### src/rtl/scan_chain_driver.sv
// ---------------------------------------------------------------------------
// scan_chain_driver
//
// Drives an external scan chain of NUM_DESIGNS x IO_W flops. One operation:
// optionally captures every design's outputs into the chain, shifts a full
// chain image through it (target design gets data_in, all others get 0),
// reads the target's captured outputs back from the chain tail, and
// optionally pulses the latch so the designs load their new inputs.
//
// Ports
//   clk, resetb         system clock, asynchronous active-low reset
//   start               one-cycle request, only looked at while idle
//   mode                00/11 refresh, 01 write-only, 10 read-only
//   active_sel          target design index
//   data_in             value for the target's input flops
//   data_out            target's captured outputs, updated with done
//   busy, done          operation in progress / one-cycle completion pulse
//   sel_err             target index out of range; held until next start
//   scan_clk            chain clock
//   scan_data_out       chain head data
//   scan_select         chain capture enable
//   scan_latch          latch-enable pulse to the design inputs
//   scan_data_in        chain tail data
// ---------------------------------------------------------------------------
module scan_chain_driver #(
    parameter int NUM_DESIGNS = 4,
    parameter int IO_W        = 8,
    parameter int CLK_DIV     = 2,
    parameter int SEL_W       = 8
) (
    input  logic             clk,
    input  logic             resetb,
    input  logic             start,
    input  logic [1:0]       mode,
    input  logic [SEL_W-1:0] active_sel,
    input  logic [IO_W-1:0]  data_in,
    output logic [IO_W-1:0]  data_out,
    output logic             busy,
    output logic             done,
    output logic             sel_err,
    output logic             scan_clk,
    output logic             scan_data_out,
    output logic             scan_select,
    output logic             scan_latch,
    input  logic             scan_data_in
);

    localparam int CHAIN_LEN = NUM_DESIGNS * IO_W;
    localparam int BIT_W     = $clog2(CHAIN_LEN + 1);
    localparam int DIV_W     = $clog2(CLK_DIV + 1);

    typedef enum logic [2:0] {IDLE, CAPTURE, SHIFT, LATCH, DONE} state_t;

    state_t                 state;
    state_t                 state_next;
    logic [1:0]             mode_r;
    logic [SEL_W-1:0]       sel_r;
    logic [CHAIN_LEN-1:0]   chain_sr;
    logic [CHAIN_LEN-1:0]   load_img;
    logic [CHAIN_LEN-1:0]   sr_shifted;
    logic [CHAIN_LEN-1:0]   read_src;
    logic [IO_W-1:0]        sel_slice;
    logic                   sample_bit;
    logic [DIV_W-1:0]       div_cnt;
    logic                   phase;
    logic [BIT_W-1:0]       bit_cnt;
    logic                   accept;
    logic                   sel_bad;
    logic                   half_end;
    logic                   period_end;
    logic                   sample_pt;
    logic                   last_bit;
    logic                   write_only;
    logic                   read_only;
    logic                   active;

    // Decode of the request, the mode and the scan-period timing. A period is
    // a low phase followed by a high phase, each CLK_DIV cycles long; the
    // tail is sampled at the end of the low phase, the chain shifts on the
    // rising edge that follows.
    always_comb begin
        accept     = (state == IDLE) && start;
        sel_bad    = 32'(active_sel) >= 32'(NUM_DESIGNS);
        half_end   = div_cnt == DIV_W'(CLK_DIV - 1);
        period_end = half_end && phase;
        sample_pt  = half_end && !phase;
        last_bit   = bit_cnt == BIT_W'(CHAIN_LEN - 1);
        write_only = mode_r == 2'b01;
        read_only  = mode_r == 2'b10;
        active     = (state == CAPTURE) || (state == SHIFT) || (state == LATCH);
    end

    // Chain image and read-back path. The image places data_in at the
    // target's slot and zero elsewhere; its MSB is shifted out first so that
    // after CHAIN_LEN shifts every bit sits at its own chain position. The
    // same register collects tail samples at its LSB, so once the shift is
    // over it holds the captured outputs in chain order. On the final shift
    // edge the not-yet-registered shifted value is the one to read from.
    always_comb begin
        load_img   = '0;
        sel_slice  = '0;
        sr_shifted = (chain_sr << 1) | CHAIN_LEN'(sample_bit);
        read_src   = (state == SHIFT) ? sr_shifted : chain_sr;
        for (int d = 0; d < NUM_DESIGNS; d++) begin
            if (active_sel == SEL_W'(d)) begin
                load_img[d*IO_W +: IO_W] = data_in;
            end
            if (sel_r == SEL_W'(d)) begin
                sel_slice = read_src[d*IO_W +: IO_W];
            end
        end
    end

    // State register. Pulling resetb low drops straight back to IDLE, which
    // aborts any operation without a latch pulse.
    always_ff @(posedge clk or negedge resetb) begin
        if (!resetb) begin
            state <= IDLE;
        end else begin
            state <= state_next;
        end
    end

    // Next-state logic. An out-of-range target skips all scan activity and
    // goes straight to DONE. Capture is skipped for write-only, latch for
    // read-only. DONE always returns to IDLE, so a start seen in the done
    // cycle is dropped.
    always_comb begin
        state_next = state;
        case (state)
            IDLE: begin
                if (start) begin
                    if (sel_bad) begin
                        state_next = DONE;
                    end else if (mode == 2'b01) begin
                        state_next = SHIFT;
                    end else begin
                        state_next = CAPTURE;
                    end
                end
            end
            CAPTURE: begin
                if (period_end) begin
                    state_next = SHIFT;
                end
            end
            SHIFT: begin
                if (period_end && last_bit) begin
                    state_next = read_only ? DONE : LATCH;
                end
            end
            LATCH: begin
                if (period_end) begin
                    state_next = DONE;
                end
            end
            DONE: begin
                state_next = IDLE;
            end
            default: begin
                state_next = IDLE;
            end
        endcase
    end

    // Output decode straight from the state, so an asynchronous reset clears
    // every chain-side output at once.
    always_comb begin
        busy          = active;
        done          = state == DONE;
        scan_clk      = ((state == CAPTURE) || (state == SHIFT)) && phase;
        scan_select   = state == CAPTURE;
        scan_latch    = state == LATCH;
        scan_data_out = (state == SHIFT) && chain_sr[CHAIN_LEN-1];
    end

    // Datapath: request registers, period counters, the chain image shift
    // register and the read-back result. Inputs are captured once at
    // acceptance, so later changes on data_in, mode or active_sel are
    // ignored. data_out only changes on the edge into DONE, and never for
    // write-only or rejected requests.
    always_ff @(posedge clk or negedge resetb) begin
        if (!resetb) begin
            mode_r     <= '0;
            sel_r      <= '0;
            chain_sr   <= '0;
            sample_bit <= 1'b0;
            div_cnt    <= '0;
            phase      <= 1'b0;
            bit_cnt    <= '0;
            data_out   <= '0;
            sel_err    <= 1'b0;
        end else if (accept) begin
            if (sel_bad) begin
                sel_err <= 1'b1;
            end else begin
                sel_err  <= 1'b0;
                mode_r   <= mode;
                sel_r    <= active_sel;
                chain_sr <= load_img;
                div_cnt  <= '0;
                phase    <= 1'b0;
                bit_cnt  <= '0;
            end
        end else if (active) begin
            if (half_end) begin
                div_cnt <= '0;
                phase   <= ~phase;
            end else begin
                div_cnt <= div_cnt + 1'b1;
            end
            if ((state == SHIFT) && sample_pt) begin
                sample_bit <= scan_data_in;
            end
            if ((state == SHIFT) && period_end) begin
                chain_sr <= sr_shifted;
                bit_cnt  <= bit_cnt + 1'b1;
            end
            if ((state_next == DONE) && !write_only) begin
                data_out <= sel_slice;
            end
        end
    end

endmodule
### config.mk
export PLATFORM = sky130hd
export DESIGN_NAME = scan_chain_driver
export DESIGN_NICKNAME = d
export VERILOG_FILES = /design/src/rtl/scan_chain_driver.sv
export SDC_FILE = /design/constraint.sdc
export NUM_CORES = 1
export LEC_CHECK = 0
export CAP_MARGIN = 20
export CORE_AREA = 2 2 112 114
export CTS_CLUSTER_DIAMETER = 40
export DETAILED_ROUTE_END_ITERATION = 10
export DIE_AREA = 0 0 114 116
export DONT_BUFFER_PORTS = 1
export HOLD_SLACK_MARGIN = 0.03
export PLACE_DENSITY = 0.46
export SLEW_MARGIN = 30
export SYNTH_ARGS = -nofsm -noshare
export SYNTH_HDL_FRONTEND = slang
export SYNTH_SLANG_ARGS = --single-unit
### constraint.sdc
create_clock -name clk -period 4.01 [get_ports clk]
set_input_delay 0.802 -clock clk [delete_from_list [all_inputs] [get_ports clk]]
set_output_delay 0.802 -clock clk [all_outputs]
set_load 0.02 [all_outputs]
Word level (Yosys, flattened, before mapping)
Cells that the tools add are included.
- bitwise operators: 4
- eq/ne operators: 17
- reduce and logical (&&, ||, !) cells: 25
- order comparisons: 1
- add/subtract/negate cells: 2
- multiplexer cells: 34
- operator list (cell ; count):
    2-to-1 mux 32 bit ; 5
    2-to-1 mux 8 bit ; 8
    equality test 8 x 2 -> 1 bit, second input constant ; 4
    bitwise OR 32 x 1 -> 32 bit ; 1
    2-to-1 mux 6 bit ; 4
    2-to-1 mux 3 bit ; 6
    equality test 8 x 1 -> 1 bit, second input constant ; 2
    zero test 8 bit ; 2
    one-hot mux 3 bit (4 select lines) ; 1
    AND reduction 3 bit ; 4
    2-to-1 mux 2 bit ; 5
    logical AND 1 bit ; 9
    >= comparator 8 x 3 -> 1 bit, second input constant ; 1
    adder 6 x 1 -> 6 bit, second input constant ; 1
    equality test 2 x 1 -> 1 bit, second input constant ; 3
    equality test 3 x 2 -> 1 bit, second input constant ; 2
    equality test 3 bit, second input constant ; 2
    equality test 6 x 5 -> 1 bit, second input constant ; 1
    nonzero test 2 bit ; 3
    2-to-1 mux 1 bit ; 5
    AND reduction 2 bit ; 2
    equality test 3 x 1 -> 1 bit, second input constant ; 1
    zero test 3 bit ; 1
    NOT 1 bit ; 3
    5 further kinds ; 7
- word-level logic and storage cells: 93
- output and inout port bits: 15
- bits of input ports: 22
- register bits: 64

Logic depth before layout (Yosys ltp)
Gate-level depths: netlist (run 1).
- depth after elaboration: 8
- gate-level depth with buffers: 8
- mapped depth without buffers: 6

Worst setup path after synthesis (run 1)
OpenSTA, ideal clock, no wires.
- path type: in2reg
- from: input port active_sel[3]
- to: register chain_sr[0]
- path buffers: 2
- cell stages on the path: 7
- arrival time: 2112 ps
- setup time: 73 ps
- setup slack: 1825 ps
- path through: nor4_2 > and2_1 > buf_4 > or3b_1 > buf_2 > a2bb2oi_1 > a21oi_2
- longest elaborated chain between the ends: 4
- elaborated cells on any way between the ends: 7
- classes of those cells: 1 x order compare; 1 x eq/ne; 3 x mux; 2 x reduce/logical
- ends and longest elaborated chain (what ; line ; source):
    from (decl) ; 35 ; input logic [SEL_W-1:0] active_sel,
    branches (longest 4 deep; another with >= comparator 8 x 3 -> 1 bit) ; n/a ;
    to (signal assigned) ; 200 ; chain_sr <= load_img;
    to (signal assigned) ; 216 ; chain_sr <= sr_shifted;
    to (decl) ; 58 ; logic [CHAIN_LEN-1:0] chain_sr;
Several ways; the timed one is not identified. The select of a mux whose other input is x is not followed.
A chain may end at the register's enable or synchronous reset.

Final worst setup path (run 1)
- from: register state[0]
- to: output port scan_clk
- longest elaborated chain between the ends: 3
- elaborated cells on any way between the ends: 4
- classes of those cells: 2 x eq/ne; 2 x reduce/logical
- ends and longest elaborated chain (what ; line ; source):
    from (decl) ; 54 ; state_t state;
    from (signal assigned) ; 120 ; state <= state_next;
    equality test 3 x 1 -> 1 bit ; n/a ;
    named net scan_select ; 43 ; output logic scan_select,
    logical OR 1 bit ; 171 ; scan_clk = ((state == CAPTURE) || (state == SHIFT)) && phase;
    logical AND 1 bit ; 171 ;
    to (decl) ; 41 ; output logic scan_clk,
The timed path passes the listed nets, and every way through them passes these cells.

==> metrics.md, run 1 <==
| Metric | Value |
|---|---|
| Status | `completed` |
| Proportion of layout cells with a drive suffix above 1 | `13.9%` |
| Routed WL per cell | `18.1 microns` |
| Max-capacitance violation count | `0` |
| Post-synthesis sequential area ratio | `45.5%` |
| I/O pins | `37` |
| Lkg Pwr | `1.51 nW` |
| Final Wtd Congestion | `0.757` |
| Die width | `114 microns` |
| Antenna diode count | `0` |
| RR Endpoint | `chain_sr[13]` |
| Largest net degree at the start of global routing | `65` |
| Area grow syn2layout | `11.5%` |
| CTS sink cnt | `between 60 and 70` |
| Area of the multi-input gates | `1780 sq um` |
| Worst setup path startpoint | `state[0]` |
| Register Area | `1600 sq um` |
| TritonCTS Buffers | `9` |
| Final Non-Filler Cells | `484` |
| Top post-synthesis cells by area | `dfrtp_1, mux4_2, a2bb2oi_1` |
| Tcrit/Tclk final | `about two thirds` |
| Unrepaired setup endpoints after global routing | `false` |
| Largest area contributor in the netlist | `dfrtp_1` |
| HPWL after detailed placement | `5850 microns` |
| CTS H-tree lvls | `3` |
| R2r setup slk | `1.75 ns` |
| Mapped Area | `3520 sq um` |
| Die height | `116 microns` |
| Worst hold slack | `approximately 0.16 ns` |
| Net count, final | `356` |
| FILL cells | `1192` |
| Ys flop type | `dfrtp_1` |
| Synth Register Bits | `64` |
| Rows | `40` |
| Relative slew slack | `41.4%` |
| Final ANT Viol Nets | `0` |
| # DRC | `0` |
| Initial antenna violation count | `0` |
| Critical path class | `reg -> out` |
| PD cells | `slightly above 800 nW/um^2` |
| Root Buffer | `clkbuf_16` |
| Crit path required time | `around 3.2 ns` |
| Pins Over Slew Limit | `0` |
| Latest clock arrival within the worst-skew pair | `roughly 0.34 ns` |
| Asr flop ratio synth | `100%` |
| Clock power frac | `a little over a quarter` |
| Warnings, synthesis | `0` |
| Sw Pwr | `0.00123 W` |
| Sw Ratio | `a little under two fifths` |
| CP Cell Sequence | `nor2b_1, nor2b_1, o21a_1` |
| Slowest stage delay, CP | `between 0.5 and 0.6 ns` |
| Vias in the first global route | `2534` |
| # setup viols final | `0` |
| Starting Density | `between 20% and 30%` |
| Die ar. | `13200 sq um` |
| Max Fanout on Critical Path | `11` |
| Combinational power share | `38.7%` |
| Max Freq | `0.375 GHz` |
| Hold Path Class | `in -> async` |
| Gr usage total | `between 10 and 15%` |
| Internal power | `slightly above 0.002 W` |
| First-pass GRT wire length | `around 14000 microns` |
| TritonRoute pass-1 iters | `4` |
| CP startpoint kind | `register` |
| CP endpoint kind | `primary output` |
| Minimum clock period | `2.67 ns` |
| CP arrival | `1.87 ns` |
| Worst r2r src | `state[0]` |
| DP Area | `3610 sq um` |
| TNS Setup | `0 ns` |
| Final Instance Area | `3930 sq um` |
| Max Root-Sink Buffers | `2` |
| Starting DRT DRC Count | `~140` |
| Fin Clk Skew | `0.00682 ns` |
| Syn avg cell area | `10.3 sq um` |
| Setup Buffers After CTS | `0` |
| Core Box Area | `11900 sq um` |
| Netlist cell types | `45` |
| Worst-margin pin slew | `0.880 ns` |
| Via/cell ratio | `between 5 and 6` |
| Congestion Overflow GR | `0` |
| CTS tree | `done` |
| Final hold vios | `0` |
| CP max-delay cell | `dfrtp_1` |
| DR vias | `2559` |
| R2R cell count | `7` |
| CTS Hold Buffers Added | `0` |
| IO buf count | `0` |
| Crit path top cell by count | `nor2b_1` |
| Clock slew at reported path FFs | `0.05 ns` |
| Tot Pwr | `around 0.0032 W` |
| Number of flops mapped to enable cells by yosys | `0` |
| IR drop worst, VDD | `0.000331 V` |
| Dpl cells | `between 400 and 500` |
| Syn_nets | `366` |
| Total Routed Length | `8760 microns` |
| Synth top area share | `45.5%` |
| Reg power frac | `35.0%` |
| Syn Inst Count | `343` |
| Post-CTS Resized | `0` |
==> layout by cell type (no fill, tap or decap), types with 2 or more instances in the layout <==
cell and n:
and2_1 9, a311oi_1 2, nand3_1 10, and3b_1 2, clkbuf_16 9, nor4_1 2
a2bb2oi_1 32, a21oi_1 30, inv_1 2, a211oi_1 5, buf_4 5, mux4_2 13
o21ai_1 10, dfrtp_1 64, a21oi_2 8, nand2_1 35, o21a_1 2, clkbuf_8 2
nand2b_1 3, or3b_1 2, nand3b_1 5, mux2i_1 10, nor2b_1 4, nor2_1 44
xnor2_1 3, bufinv_16 2
==> power by group through the flow <==
stage	combinational, W	sequential, W	clock, W
after CTS	0.00127	0.00114	0.000868
after floorplan	0.00115	0.00103	0
after detailed placement	0.00127	0.00115	0
after global placement	0.00125	0.00115	0
after global routing	0.00141	0.00117	0.000902
final	0.00126	0.00114	0.000853
==> cell type report <==
cell class / count / share of cell area [%]
Multi-Input combinational cell: 251 / 45.2
Timing Repair Buffer: 5 / 0.955
Sequential cell: 64 / 40.8
Clock buffer: 12 / 6.53
Tap cell: 147 / 4.68
Clock inverter: 3 / 1.66
Inverter: 2 / 0.191
==> worst max-delay path by stage <==
stage              endpoint  depth (start not counted)  slack [ns]
2_1_floorplan   chain_sr[0]                          7        1.83
3_3_place_gp   chain_sr[13]                          7        1.50
3_5_place_dp   chain_sr[28]                          7        1.45
4_1_cts            scan_clk                          3        1.31
5_1_grt            scan_clk                          3        1.27
6_report           scan_clk                          3        1.34
==> metrics by stage <==
| stage | setup WS [ns] | utilization (%) |
|---|---|---|
| 4_1_cts | 1.31 | 33.0 |
| 6_report | 1.34 | 33.0 |
| 5_1_grt | 1.27 | 33.0 |
| 3_5_place_dp | 1.45 | 30.3 |
| 2_1_floorplan | 1.83 | - |
| 3_3_place_gp | 1.50 | 30.3 |
==> worst max-delay path: cells and delay by family (launching register included) <==
family / cells / cell delay, ns
AO/OA/AOI/OAI: 1 / 0.33
flip-flops: 1 / 0.57
AND/OR/NAND/NOR: 2 / 0.63
==> layer usage <==
layer / track usage [%] / vias up / routed length, microns
met3: 3.97 / 9 / 423
met1: 20.4 / 1280 / 4310
met2: 20.5 / 45 / 3890
li1: - / 1225 / -
met5: 0 / - / 0
met4: 5.53 / 0 / 134
==> registers in the layout, indices dropped and copies added, names as in the netlist <==
signal      cells
chain_sr       32
data_out        8
sel_r           8
bit_cnt         6
state           3
div_cnt         2
mode_r          2
phase           1
sample_bit      1
sel_err         1
==> synthesized netlist by cell type (all sizes together), types with 3 or more instances <==
| library cell | count |
|---|---|
| a2bb2oi | 32 |
| o21ai | 10 |
| xnor2 | 3 |
| dfrtp | 64 |
| a21oi | 38 |
| mux4 | 13 |
| a211oi | 5 |
| nand2 | 36 |
| nor2b | 4 |
| buf | 21 |
| nor4 | 4 |
| clkbuf | 5 |
| nand3 | 10 |
| nor2 | 44 |
| nand3b | 5 |
| and2 | 9 |
| mux2i | 10 |
| nand2b | 3 |
==> kinds of logic (layout without fill, tap and decap cells) <==
| family | after synthesis | in the layout | synth area share, % |
|---|---|---|---|
| buffers and inverters | 28 | 22 | 4.30 |
| and+or+nand+nor | 126 | 126 | 18.0 |
| xor gates and xnor gates | 3 | 3 | 0.746 |
| DFF | 64 | 64 | 45.5 |
| AOI/OAI and AO/OA | 96 | 96 | 19.4 |
| muxes | 25 | 25 | 11.8 |
| adders and majority gates | 1 | 1 | 0.355 |
Power figures use the tool's default switching activity.
==> inputs of run 2 (changes only) <==
--- a/config.mk
+++ b/config.mk
@@ -12,7 +12,7 @@
 export DIE_AREA = 0 0 114 116
 export DONT_BUFFER_PORTS = 1
 export HOLD_SLACK_MARGIN = 0.03
-export PLACE_DENSITY = 0.46
+export PLACE_DENSITY = 0.47
 export SLEW_MARGIN = 30
 export SYNTH_ARGS = -nofsm -noshare
 export SYNTH_HDL_FRONTEND = slang
==> constraint.sdc (replaced) <==
create_clock -name clk -period 2.3 [get_ports clk]
set_input_delay 0.46 -clock clk [delete_from_list [all_inputs] [get_ports clk]]
set_output_delay 0.46 -clock clk [all_outputs]
set_load 0.02 [all_outputs]
==> metrics.md, run 2 (synthesis results as in run 1) <==
| Metric | Value |
|---|---|
| Relative slew slack | `70.4%` |
| CTS H-tree lvls | `3` |
| I/O pins | `37` |
| Largest Register | `chain_sr` |
| R2r setup slk | `0.24 ns` |
| IR drop worst, VDD | `between 0.0005 and 0.0006 V` |
| Crit path required time | `between 1.5 and 2 ns` |
| Congestion Overflow GR | `0` |
| R2R cell count | `7` |
| Number of flip-flops in the largest register | `32` |
| Register Area | `1600 sq um` |
| Tcrit/Tclk final | `between 90% and 100%` |
| Critical path class | `reg -> out` |
| CTS sink cnt | `64` |
| Max Root-Sink Buffers | `2` |
| Most frequent cells in the layout | `dfrtp_1, nor2_1, nand2_1` |
| Status | `completed` |
| Area of the multi-input gates | `1780 sq um` |
| Worst r2r src | `state[0]` |
| Clock slew at reported path FFs | `0.05 ns` |
| Worst Path Buf+Inv | `1` |
| Post-CTS Resized | `0` |
| Routed WL per cell | `17.6 microns` |
| Levels on crit path | `3` |
| Hold Path Class | `in -> reg` |
| DP Area | `between 3000 and 4000 sq um` |
| TritonRoute pass-1 iters | `5` |
| Final Instance Area | `4080 sq um` |
| CTS tree | `done` |
| Max Fanout on Critical Path | `15` |
| Top Registers | `chain_sr x32, data_out x8, sel_r x8` |
| Max-capacitance violation count | `0` |
| Die ar. | `13200 sq um` |
| Unrepaired setup endpoints after global routing | `false` |
| Worst setup path startpoint | `state[0]` |
| TNS Setup | `0 ns` |
| Pins Over Slew Limit | `0` |
| Final Wtd Congestion | `0.746` |
| Initial antenna violation count | `0` |
| Lkg Pwr | `1.59 nW` |
| Commonest non-fill, non-tap cell in the layout | `dfrtp_1` |
| # setup viols final | `0` |
| Starting DRT DRC Count | `between 150 and 200` |
| Core Box Area | `11900 sq um` |
| Fin Clk Skew | `between 0.007 and 0.008 ns` |
| Die width | `~110 microns` |
| First-pass GRT wire length | `14700 microns` |
| CP max-delay cell | `dfrtp_1` |
| Total Routed Length | `about 8700 microns` |
| HPWL after detailed placement | `6210 microns` |
| Latest clock arrival within the worst-skew pair | `0.33 ns` |
| Final hold vios | `0` |
| RR Endpoint | `chain_sr[30]` |
| # DRC | `0` |
| FILL cells | `1194` |
| CP startpoint kind | `register` |
| Gr usage total | `14.6%` |
| Max Freq | `0.465 GHz` |
| PD cells | `between 1000 and 1500 nW/um^2` |
| Vias in the first global route | `2564` |
| Minimum clock period | `2.15 ns` |
| TritonCTS Buffers | `9` |
| Largest net degree at the start of global routing | `66` |
| Proportion of layout cells with a drive suffix above 1 | `16.8%` |
| DR vias | `2570` |
| CTS Hold Buffers Added | `2` |
| Rows | `40` |
| CP Cell Sequence | `nor3b_2, buf_4, and2_1` |
| Starting Density | `29.6%` |
| Slowest stage delay, CP | `0.51 ns` |
| IO buf count | `0` |
| CP arrival | `1.69 ns` |
| Root Buffer | `clkbuf_16` |
| Worst-margin pin slew | `roughly 0.44 ns` |
| Net count, final | `370` |
| Final ANT Viol Nets | `0` |
| Cell family with most CP delay | `simple AND/OR/NAND/NOR gates` |
| Area grow syn2layout | `16.0%` |
| Via/cell ratio | `5.16` |
| Setup Buffers After CTS | `0` |
| CP endpoint kind | `primary output` |
| Crit path to | `scan_data_out` |
| Die height | `116 microns` |
| Antenna diode count | `0` |
==> run 2: cell types whose count changed in the layout (fill, tap and decap cells not counted), sizes merged <==
cell,change
bufinv,+1
clkinv,-1
buf,+13
dlygate4sd3,+1
==> run 2: worst register-to-register path, stage by stage (launching register included) <==
cell	delay, ns
dfrtp_1	0.51
nor3b_2	0.26
buf_4	0.29
nand2_1	0.25
nand2_2	0.16
buf_12	0.27
nor2_1	0.11
a21oi_1	0.13
==> run 2: worst min path at each step <==
stage | from | end | slack [ns] | cells past startpoint
finish | mode[0] | mode_r[0] | 0.24 | 2
global route | active_sel[1] | sel_r[1] | 0.25 | 2
CTS | mode[0] | mode_r[0] | 0.23 | 2
detailed placement | resetb | state[1] | 0.17 | 0
global placement | resetb | state[1] | 0.17 | 0
floorplan | resetb | bit_cnt[0] | 0.16 | 0
==> run 2: cell type report <==
class / count / area share, %
multi-input cells: 251 / 43.5
flip-flops and latches: 64 / 39.2
clock inverters: 3 / 2.21
well taps: 147 / 4.50
inverters: 2 / 0.184
repair buffers: 19 / 4.35
clock buffers: 12 / 6.04
==> run 2: routing by layer <==
metal | track usage (%) | vias to the layer above | part of all wire, %
met1 | 21.6 | 1252 | 50
met2 | 20.0 | 50 | 43
met5 | 0 | - | 0
li1 | - | 1262 | -
met3 | 4.29 | 6 | 5.7
met4 | 5.20 | 0 | 1.2
==> run 2: stage by stage <==
step	hold slack, ns	setup WS [ns]	util, %	std cells	power (W)
after detailed placement	0.167	0.259	31.1	481	0.00430
final	0.237	0.150	34.3	498	0.00586
after floorplan	0.164	0.457	-	343	0.00380
after global routing	0.247	0.0250	34.3	498	0.00628
after CTS	0.228	0.126	34.3	498	0.00591
after global placement	0.167	0.282	31.1	481	0.00427
==> run 2: power breakdown <==
group / internal (W) / switching, W / leakage (nW)
sequential: 0.00150 / 0.000485 / 0.736
combinational: 0.00110 / 0.00120 / 0.694
clock: 0.00108 / 0.000484 / 0.163
==> inputs of run 3 (changes only) <==
--- a/config.mk
+++ b/config.mk
@@ -6,13 +6,14 @@
 export NUM_CORES = 1
 export LEC_CHECK = 0
 export CAP_MARGIN = 20
-export CORE_AREA = 2 2 112 114
+export CORE_AREA = 5 5 96 98
 export CTS_CLUSTER_DIAMETER = 40
 export DETAILED_ROUTE_END_ITERATION = 10
-export DIE_AREA = 0 0 114 116
+export DIE_AREA = 0 0 101 103
 export DONT_BUFFER_PORTS = 1
 export HOLD_SLACK_MARGIN = 0.03
-export PLACE_DENSITY = 0.47
+export PLACE_DENSITY = 0.63
+export SETUP_SLACK_MARGIN = 0.3
 export SLEW_MARGIN = 30
 export SYNTH_ARGS = -nofsm -noshare
 export SYNTH_HDL_FRONTEND = slang
==> metrics.md, run 3 (synthesis results as in run 1) <==
| Metric | Value |
|---|---|
| Status | `completed` |
| DR vias | `2674` |
| I/O pins | `37` |
| Area grow syn2layout | `15.3%` |
| Minimum clock period | `1.99 ns` |
| Latest clock arrival within the worst-skew pair | `0.35 ns` |
| Largest Register | `chain_sr` |
| Largest net degree at the start of global routing | `between 60 and 70` |
| Net count, final | `379` |
| Worst setup path startpoint | `state[1]` |
| Pins Over Slew Limit | `0` |
| Congestion Overflow GR | `0` |
| Max Root-Sink Buffers | `2` |
| Die width | `101 microns` |
| CTS tree | `done` |
| Die height | `103 microns` |
| First-pass GRT wire length | `approximately 13000 microns` |
| Max Freq | `0.503 GHz` |
| Tcrit/Tclk final | `86.5%` |
| HPWL after detailed placement | `5440 microns` |
| IO buf count | `0` |
| Worst r2r src | `state[0]` |
| Max Fanout on Critical Path | `7` |
| Antenna diode count | `0` |
| CP startpoint kind | `register` |
| Top Registers | `chain_sr x32, data_out x8, sel_r x8` |
| Max-capacitance violation count | `0` |
| Final ANT Viol Nets | `0` |
| Initial antenna violation count | `0` |
| # setup viols final | `0` |
| PD cells | `1420 nW/um^2` |
| # DRC | `0` |
| Clock slew at reported path FFs | `about 0.070 ns` |
| Via/cell ratio | `5.70` |
| CP arrival | `1.53 ns` |
| Total Routed Length | `8320 microns` |
| Final hold vios | `0` |
| Lkg Pwr | `~1.6 nW` |
| Routed WL per cell | `roughly 18 microns` |
| Final Non-Filler Cells | `469` |
| Relative slew slack | `64.8%` |
| TritonCTS Buffers | `9` |
| TritonRoute pass-1 iters | `4` |
| Unrepaired setup endpoints after global routing | `true` |
| Starting Density | `a little over two fifths` |
| Proportion of layout cells with a drive suffix above 1 | `21.6%` |
| Starting DRT DRC Count | `about 210` |
| Crit path required time | `about 1.8 ns` |
| Final Wtd Congestion | `0.805` |
| Die ar. | `10400 sq um` |
| Commonest non-fill, non-tap cell in the layout | `dfrtp_1` |
| CTS H-tree lvls | `3` |
| FILL cells | `752` |
| CTS sink cnt | `64` |
| Worst-margin pin slew | `0.528 ns` |
| Core Box Area | `8380 sq um` |
| Vias in the first global route | `approximately 2500` |
| CP endpoint kind | `primary output` |
| Hold Startpoint | `active_sel[0]` |
| TNS Setup | `0 ns` |
| IR drop worst, VDD | `0.000518 V` |
| Dpl cells | `437` |
| Root Buffer | `clkbuf_8` |
| Most frequent cells in the layout | `dfrtp_1, nor2_1, nand2_1` |
| Gr usage total | `16.4%` |
| Hold Path Class | `in -> reg` |
| Fin Clk Skew | `about 0.0093 ns` |
| Rows | `34` |
| Number of flip-flops in the largest register | `32` |
| Critical path class | `reg -> out` |
-- run 3: per-stage QoR --
stage / utilization [%] / setup slack [ns] / total power (W) / hold WS [ns] / cell area, sq um
global route: 48.4 / 0.248 / 0.00616 / 0.227 / 4060
finish: 48.4 / 0.310 / 0.00575 / 0.224 / 4060
detailed placement: 43.2 / 0.271 / 0.00421 / 0.167 / 3620
global placement: 43.2 / 0.312 / 0.00417 / 0.166 / 3620
CTS: 47.0 / 0.316 / 0.00553 / 0.214 / 3940
floorplan: - / 0.457 / 0.00380 / 0.164 / 3520
-- run 3: critical path, stage by stage, from the launching register on --
cell and delay, ns:
dfrtp_2 0.45, buf_4 0.16, nor2b_1 0.18, nor2b_4 0.20, o21a_2 0.20
-- run 3: worst paths after layout --
check / depth (start not counted) / slack [ns] / endpoint
hold reg to reg: 1 / 0.49 / sel_r[2]
setup / recovery: 4 / 0.31 / scan_clk
hold / removal: 2 / 0.22 / sel_r[0]
max in group asynchronous: 2 / 1.35 / chain_sr[1]
setup reg to reg: 4 / 0.37 / data_out[7]
min in group asynchronous: 2 / 0.65 / sel_err
-- run 3: where the power goes --
part           internal, W  switching [W]
clock             0.000777       0.000452
combinational      0.00129        0.00128
sequential         0.00150       0.000450
total              0.00357        0.00219
-- run 3: layer usage --
metal	track usage [%]	part of all wire (%)	vias up
met5	0	0	-
met2	23.9	44	86
met3	2.98	6.0	13
li1	-	-	1272
met4	7.36	2.0	0
met1	23.7	48	1303
-- run 3: what timing repair did --
action	CTS	global route
buffers inserted	2	11
gates cloned	0	1
endpoints found under the hold margin	64	0
resized for setup	7	3
hold buffers	2	0
setup endpoints to repair	34	46
pin swaps	1	2
-- run 3: final cells by class --
cell class	instances	area, sq um	share of cell area, %
well taps	108	135	3.33
clock inverters	5	103	2.53
flip-flops and latches	64	1610	39.5
clock buffers	11	151	3.73
multi-input cells	251	1790	44.1
repair buffers	28	267	6.56
inverters	2	7.51	0.185
